**src/rtl/draw_pkg.sv**
```systemverilog
// Shared SEL codes, REQ bit indices and arbiter state encoding for the draw path.
// Also used by the Mux_X/Mux_Y select logic, so the code values must not change.
package draw_pkg;

   localparam logic [2:0] REQ_CF = 3'd0;
   localparam logic [2:0] REQ_CD = 3'd1;
   localparam logic [2:0] REQ_RF = 3'd2;
   localparam logic [2:0] REQ_RD = 3'd3;
   localparam logic [2:0] REQ_LD = 3'd4;
   localparam logic [2:0] REQ_FU = 3'd5;

   localparam logic [3:0] SEL_CF   = 4'd0;
   localparam logic [3:0] SEL_CD   = 4'd1;
   localparam logic [3:0] SEL_RF   = 4'd2;
   localparam logic [3:0] SEL_RD   = 4'd3;
   localparam logic [3:0] SEL_LD   = 4'd4;
   localparam logic [3:0] SEL_FU   = 4'd10;
   localparam logic [3:0] SEL_IDLE = 4'd15;

   typedef enum logic [1:0] {
      ST_IDLE    = 2'd0,
      ST_SETTLE  = 2'd1,
      ST_ACTIVE  = 2'd2,
      ST_RELEASE = 2'd3
   } arb_state_e;

   function automatic logic [3:0] sel_code(input logic [2:0] idx);
      case (idx)
         REQ_CF:  sel_code = SEL_CF;
         REQ_CD:  sel_code = SEL_CD;
         REQ_RF:  sel_code = SEL_RF;
         REQ_RD:  sel_code = SEL_RD;
         REQ_LD:  sel_code = SEL_LD;
         REQ_FU:  sel_code = SEL_FU;
         default: sel_code = SEL_IDLE;
      endcase
   endfunction

   function automatic logic [2:0] oh5_to_idx(input logic [4:0] oh);
      oh5_to_idx = 3'd0;
      for (int i = 0; i < 5; i++) begin
         if (oh[i]) oh5_to_idx = 3'(i);
      end
   endfunction

endpackage

```
**src/rtl/rr_pick5.sv**
```systemverilog
// Combinational 5-way round-robin picker: first set request at or after ptr_i,
// wrapping 4 -> 0. Zero latency; vld_o low when nothing is requested.
module rr_pick5 (
   input  logic [4:0] req_i,
   input  logic [2:0] ptr_i,
   output logic [4:0] pick_o,
   output logic       vld_o
);

   logic [2:0] idx;

   always_comb begin
      pick_o = '0;
      vld_o  = 1'b0;
      idx    = '0;
      for (int i = 0; i < 5; i++) begin
         idx = 3'((32'(ptr_i) + 32'(i)) % 32'd5);
         if (!vld_o && req_i[idx]) begin
            pick_o[idx] = 1'b1;
            vld_o       = 1'b1;
         end
      end
   end

endmodule

```
**src/rtl/draw_arbiter.sv**
```systemverilog
// Pixel X/Y bus arbiter: FU absolute priority, CF..LD round-robin; SEL one cycle ahead of GNT,
// 3 idle cycles between owners. DRAW_ARB_TIMEOUT_EN adds a per-grant timeout with ABORT pulse.
module draw_arbiter
   import draw_pkg::*;
#(
   parameter int TIMEOUT_CYCLES = 4096,
   parameter int TO_W           = 13
) (
   input  logic       CLK,
   input  logic       RST,
   input  logic [5:0] REQ,
   input  logic [5:0] DONE,
   output logic [5:0] GNT,
   output logic [3:0] SEL,
   output logic       BUSY,
   output logic       ABORT
);

   arb_state_e state_q, state_d;
   logic [2:0] win_q, win_d;
   logic [2:0] ptr_q, ptr_d;
   logic [3:0] sel_q, sel_d;
   logic       abort_q, abort_d;

   logic [4:0] rr_pick;
   logic       rr_vld;
   logic       done_hit;
   logic       req_drop;
   logic       timeout_hit;

   rr_pick5 u_rr_pick5 (
      .req_i  (REQ[4:0]),
      .ptr_i  (ptr_q),
      .pick_o (rr_pick),
      .vld_o  (rr_vld)
   );

   assign done_hit = DONE[win_q];
   assign req_drop = !REQ[win_q];

`ifdef DRAW_ARB_TIMEOUT_EN
   logic [TO_W-1:0] to_cnt_q;

   // Held at zero outside ACTIVE, so it is already clear on the first ACTIVE cycle.
   always_ff @(posedge CLK) begin
      if (RST || state_q != ST_ACTIVE) begin
         to_cnt_q <= '0;
      end else begin
         to_cnt_q <= to_cnt_q + 1'b1;
      end
   end

   assign timeout_hit = (to_cnt_q == TO_W'(TIMEOUT_CYCLES - 1));
`else
   logic unused_timeout_cfg;
   assign unused_timeout_cfg = (TIMEOUT_CYCLES > 0) ^ (TO_W > 0);
   assign timeout_hit        = 1'b0;
`endif

   always_comb begin
      state_d = state_q;
      win_d   = win_q;
      ptr_d   = ptr_q;
      sel_d   = sel_q;
      abort_d = 1'b0;

      case (state_q)
         ST_IDLE: begin
            if (REQ[REQ_FU]) begin
               win_d   = REQ_FU;
               sel_d   = SEL_FU;
               state_d = ST_SETTLE;
            end else if (rr_vld) begin
               win_d   = oh5_to_idx(rr_pick);
               sel_d   = sel_code(oh5_to_idx(rr_pick));
               state_d = ST_SETTLE;
            end
         end
         ST_SETTLE: begin
            state_d = ST_ACTIVE;
         end
         ST_ACTIVE: begin
            if (done_hit || req_drop || timeout_hit) begin
               state_d = ST_RELEASE;
               sel_d   = SEL_IDLE;
               // A completion or request drop on the timeout cycle wins over the abort.
               abort_d = timeout_hit && !done_hit && !req_drop;
               if (win_q != REQ_FU) begin
                  ptr_d = (win_q == REQ_LD) ? REQ_CF : win_q + 3'd1;
               end
            end
         end
         ST_RELEASE: begin
            state_d = ST_IDLE;
         end
         default: begin
            state_d = ST_IDLE;
            sel_d   = SEL_IDLE;
         end
      endcase
   end

   always_ff @(posedge CLK) begin
      if (RST) begin
         state_q <= ST_IDLE;
         win_q   <= REQ_CF;
         ptr_q   <= REQ_CF;
         sel_q   <= SEL_IDLE;
         abort_q <= 1'b0;
      end else begin
         state_q <= state_d;
         win_q   <= win_d;
         ptr_q   <= ptr_d;
         sel_q   <= sel_d;
         abort_q <= abort_d;
      end
   end

   always_comb begin
      GNT = '0;
      if (state_q == ST_ACTIVE) GNT[win_q] = 1'b1;
   end

   assign SEL   = sel_q;
   assign BUSY  = (state_q != ST_IDLE);
   assign ABORT = abort_q;

endmodule

```
**config.mk**
```make
export PLATFORM = sky130hd
export DESIGN_NAME = draw_arbiter
export DESIGN_NICKNAME = d
export VERILOG_FILES = /design/src/rtl/draw_pkg.sv /design/src/rtl/rr_pick5.sv /design/src/rtl/draw_arbiter.sv
export SDC_FILE = /design/constraint.sdc
export NUM_CORES = 1
export LEC_CHECK = 0
export CELL_PAD_IN_SITES_DETAIL_PLACEMENT = 0
export CELL_PAD_IN_SITES_GLOBAL_PLACEMENT = 2
export CORE_AREA = 4 4 91 93
export DETAILED_ROUTE_END_ITERATION = 16
export DIE_AREA = 0 0 95 97
export HOLD_SLACK_MARGIN = 0.12
export PLACE_DENSITY_LB_ADDON = 0.1
export SLEW_MARGIN = 10
export SYNTH_ARGS = -nofsm -noshare
export SYNTH_HDL_FRONTEND = slang
export SYNTH_HIERARCHICAL = 1
export SYNTH_SLANG_ARGS = --single-unit
```
**constraint.sdc**
```tcl
create_clock -name CLK -period 7.5 [get_ports CLK]
set_input_delay 1.125 -clock CLK [delete_from_list [all_inputs] [get_ports CLK]]
set_output_delay 1.125 -clock CLK [all_outputs]
set_load 0.1 [all_outputs]
```
# Word level (Yosys, flattened, before mapping)

Cells that the tools add are included.

Output and inout port bits: 12
Register bits: 12
Logic and storage cells: 122
Input bits: 14

Equal/unequal tests: 12
Divide/modulo/power cells: 5
Mux-type cells: 55
Bitwise operators: 4
Add/subtract/negate cells: 5
Order comparisons: 12
Reduce and logical (&&, ||, !) cells: 25

Operator list:

| operator                | count |
|---|---|
| $mod A32 B3 Y32 const B | 4 |
| $mod A3 B3 Y32 const B  | 1 |
| $mux W5                 | 5 |
| $lt A3 B4 Y1 const B    | 6 |
| $mux W3                 | 8 |
| $pmux W4 S6             | 1 |
| $bmux W1 S3             | 7 |
| $or A5 B5 Y5            | 4 |
| $mux W1                 | 19 |
| $demux W1 S3            | 6 |
| $ge A3 B1 Y1 const B    | 6 |
| $mux W4                 | 3 |
| $logic_and A1 B1 Y1     | 10 |
| $eq A3 B3 Y1 const B    | 3 |
| $add A3 B2 Y4 const B   | 2 |
| $pmux W2 S4             | 1 |
| $pmux W4 S2             | 1 |
| $eq A3 B2 Y1 const B    | 2 |
| $mux W2                 | 3 |
| $mux W6                 | 1 |
| $ne A3 B3 Y1 const B    | 2 |
| $reduce_and A3 Y1       | 2 |
| $reduce_bool A2 Y1      | 3 |
| $logic_not A1 Y1        | 5 |
| 11 further kinds        | 13 |

# Logic depth before layout (Yosys ltp)

Depth in word-level cells: 28
Depth in mapped cells: 24
Mapped depth without buffers: 23

# Cells and area by module

Netlist, hierarchy kept.

Modules (own cells, without submodules):

| module       | cells an instance | instances | area an instance (um2) | sequential area each (um2) |
|---|---|---|---|---|
| rr_pick5     | 255               | 1         | 1816.7                 | 0.0 |
| draw_arbiter | 103               | 1         | 867.1                  | 240.2 |

# Worst setup path before layout

Ideal clock, no wire load.

Path kind: reg2out
From: reg state_q[0]
To: out GNT[0]
Data required time: 6375 ps
Arrival time: 3981 ps
Cell stages (with the launch flop): 5
Setup slack: 2394 ps
Path buffers: 1
Cells stage by stage: dfxtp_1 -> inv_1 -> ha_1 -> clkbuf_1 -> nor4b_1

Word-level cells in the longest chain between the ends: 2

Ends and longest elaborated chain:

| what                   | RTL line            | source |
|---|---|---|
| from (decl)            | draw_arbiter.sv:19  | `arb_state_e state_q, state_d;` |
| from (signal assigned) | draw_arbiter.sv:111 | `state_q <= state_d;` |
| $eq A2 B2 Y1           | draw_arbiter.sv:121 | `if (state_q == ST_ACTIVE) GNT[win_q] = 1'b1;` |
| $mux W6                | draw_arbiter.sv:121 |  |
| to (decl)              | draw_arbiter.sv:13  | `output logic [5:0] GNT,` |

Every way passes these cells.

# Worst setup path after layout

From: reg ptr_q[1]
To: reg sel_q[0], in the netlist SEL[0]

Elaborated cells on any way between the ends: 85
Classes of those cells: add/sub (4); div (5); order compare (10); eq/ne (6); mux (41); bitwise (4); reduce/logical (15)

RTL lines:

| what                                                     | RTL line            | source |
|---|---|---|
| from (decl)                                              | draw_arbiter.sv:21  | `logic [2:0] ptr_q, ptr_d;` |
| from (signal assigned)                                   | draw_arbiter.sv:113 | `ptr_q <= ptr_d;` |
| branches (longest 15 deep; another with $mod A32 B3 Y32) | -                   |  |
| $mux W5 (*)                                              | rr_pick5.sv:18      | `if (!vld_o && req_i[idx]) begin` |
| via rr_pick[2]                                           | draw_arbiter.sv:25  | `logic [4:0] rr_pick;` |
| $mux W3 (*) (3 in a row)                                 | draw_pkg.sv:42      | `if (oh[i]) oh5_to_idx = 3'(i);` |
| $mux W3 (*)                                              | -                   |  |
| $mux W3 (*)                                              | draw_arbiter.sv:69  | `if (REQ[REQ_FU]) begin` |
| $mux W3 (*)                                              | draw_arbiter.sv:67  | `case (state_q)` |
| $eq A3 B3 Y1 (tied with other cells)                     | draw_pkg.sv:28      | `case (idx)` |
| $pmux W4 S6 (*)                                          | draw_pkg.sv:28      |  |
| $mux W4 (*)                                              | draw_arbiter.sv:73  | `end else if (rr_vld) begin` |
| $mux W4 (*)                                              | draw_arbiter.sv:69  |  |
| $pmux W4 S2 (*)                                          | draw_arbiter.sv:67  |  |
| to (signal assigned)                                     | draw_arbiter.sv:114 | `sel_q <= sel_d;` |
| to (decl)                                                | draw_arbiter.sv:22  | `logic [3:0] sel_q, sel_d;` |

Mark *: on every way through the listed nets, which the timed path passes. The select of a mux whose other input is x is not followed.
A chain may end at the register's enable or synchronous reset.

==> impl_metrics.csv <==
group,metric,value,unit
clocking,clockBufferDepth,2,
floorplan,start_util,0.351,
power_and_ir_drop,p_total,1.16,mW
logic_synthesis,ys_warn_count,6,
power_and_ir_drop,ir_worst_vdd,0.224,mV
setup_path,required,7.66,ns
global_routing,grt-ovfl-total,0,
routing,dr_total_vias,2647,
global_routing,grt_max_degree,44,
floorplan,die_h,97,um
power_and_ir_drop,p_leak,1.24,nW
timing,fmax,184,MHz
setup_path,cp_data_arrival_time,5.60,ns
final_layout,nets,410,
clocking,postCtsSetupBuffers,0,
logic_synthesis,netlist_instances,351,
floorplan,die_x,95,um
min_path,hold_depth,2,
floorplan,rows,32,
clocking,cts_buffers,3,
timing,slew_headroom,0.347,
logic_synthesis,synth_area,2640,sq um
routing,vias_per_cell,5.66,
final_layout,nFillCells,853,
place,gp_congestion,0.838,
setup_path,worstPathMaxFanout,13,
floorplan,io_pins,26,
final_layout,n_antenna_cell,0,
timing,timing.final.hold_violations,0,
routing,drtIter0Drc,93,
min_path,min_path_type,"reg -> reg",
place,portBuffers,24,
final_layout,mostFrequentLayoutCells,"nor2_1 (28), ha_1 (28), inv_1 (26)",
logic_synthesis,syn_nets,394,
timing,tightest_slew,0.977,ns
final_layout,multi_input_area,2200,sq um
floorplan,coreArea,7530,sq um
clocking,cts_max_level,1,
global_routing,track_usage,0.171,
setup_path,rr_worst_depth,23,
timing,clock_skew,0.00294,ns
routing,drc,0,
timing,rsz0062_at_grt,"false",
clocking,clkSinkCount,12,
final_layout,area_growth,13.2,%
clocking,cts_root_buffer,"clkbuf_8",
routing,ant_nets,0,
clocking,clk_latency,0.24,ns
clocking,cts_tree,"built",
routing,wl_per_cell,16.4,um
clocking,ctsHoldBuffers,0,
clocking,ctsResizeCount,0,
logic_synthesis,syn_avg_cell_area,7.52,sq um
setup_path,ff2ff_setup_slack,2.07,ns
setup_path,start_kind,"flip-flop",
setup_path,worst_setup_path_end_kind,"flip-flop",
timing,slew_viol_final,0,
routing,drtPass1Iterations,4,
routing,routed_wl,7.68,mm
setup_path,crit_type,"reg -> reg",
timing,final.min_clock_period,5.43,ns
global_routing,antenna_found_initial,0,
timing,finalCritPeriodShare,0.724,
job,cap_violations,0,
power_and_ir_drop,cellPowerDensity,388,nW/um^2
global_routing,grt_pass1_vias,2630,
final_layout,drive_above_1_share,0.0929,
place,dp_hpwl,5.99,mm
final_layout,register_area,240,sq um
timing,setup_viol,0,
run_status,status,"finished clean",
timing,setup_tns,0,ns
floorplan,die-area,9220,sq um
global_routing,grt_pass1_wl,12.9,mm
clocking,clkSlewWorstSetupHoldPaths,0.06,ns
-- where the power goes --
part	total [mW]	internal (mW)	switching, mW
combinational	0.962	0.351	0.611
sequential	0.125	0.0908	0.0337
clock	0.0720	0.0464	0.0256
total	1.16	0.488	0.671
-- worst paths after layout --
| check | to | from |
|---|---|---|
| hold / removal | SEL[3] | SEL[3] |
| setup reg to reg | SEL[0] | ptr_q[1] |
| hold reg to reg | SEL[3] | SEL[3] |
| setup / recovery | SEL[0] | ptr_q[1] |
-- critical path, cell delays in order, from the launching register on --
cell,delay (ns)
dfxtp_1,0.51
inv_1,0.23
ha_1,0.40
xnor2_1,0.47
inv_1,0.15
ha_1,0.22
or2_2,0.30
o21a_1,0.19
xnor2_1,0.26
inv_1,0.17
ha_1,0.24
nand2b_1,0.10
o211ai_1,0.09
a21o_1,0.25
and2_1,0.22
o311a_1,0.35
and2_1,0.17
and3_1,0.15
a211o_1,0.28
nor2b_1,0.11
o21bai_1,0.09
a21oi_1,0.15
a21oi_1,0.05
a22oi_1,0.18
-- routing by layer --
layer	up-vias	track usage	wire (um)
li1	1340	-	-
met1	1264	0.218	3570
met2	36	0.306	3900
met3	7	0.00622	119
met4	0	0.0466	88
met5	-	0	0
-- flip-flops by register name, summed over array words and instances (netlist names) --
register	count
SEL	4
win_q	3
ptr_q	3
state_q	2
-- metrics by stage --
stage                      util  hold slack [ns]  instances  instance area, sq um  worst slack, ns
after CTS                 0.397            0.513        468                  2990             1.99
after floorplan               -            0.468        351                  2640             2.39
after global placement    0.390            0.487        464                  2930             2.14
final                     0.397            0.504        468                  2990             2.07
after global routing      0.397            0.542        468                  2990             1.42
after detailed placement  0.390            0.496        464                  2930             2.04
-- layout make-up --
type	instances	area share
repair buffers	27	0.0879
flip-flops and latches	12	0.0804
clock buffers	4	0.0184
well taps	102	0.0427
multi-input cells	295	0.735
inverters	28	0.0352
No activity file was read; power rests on OpenSTA's default activity.
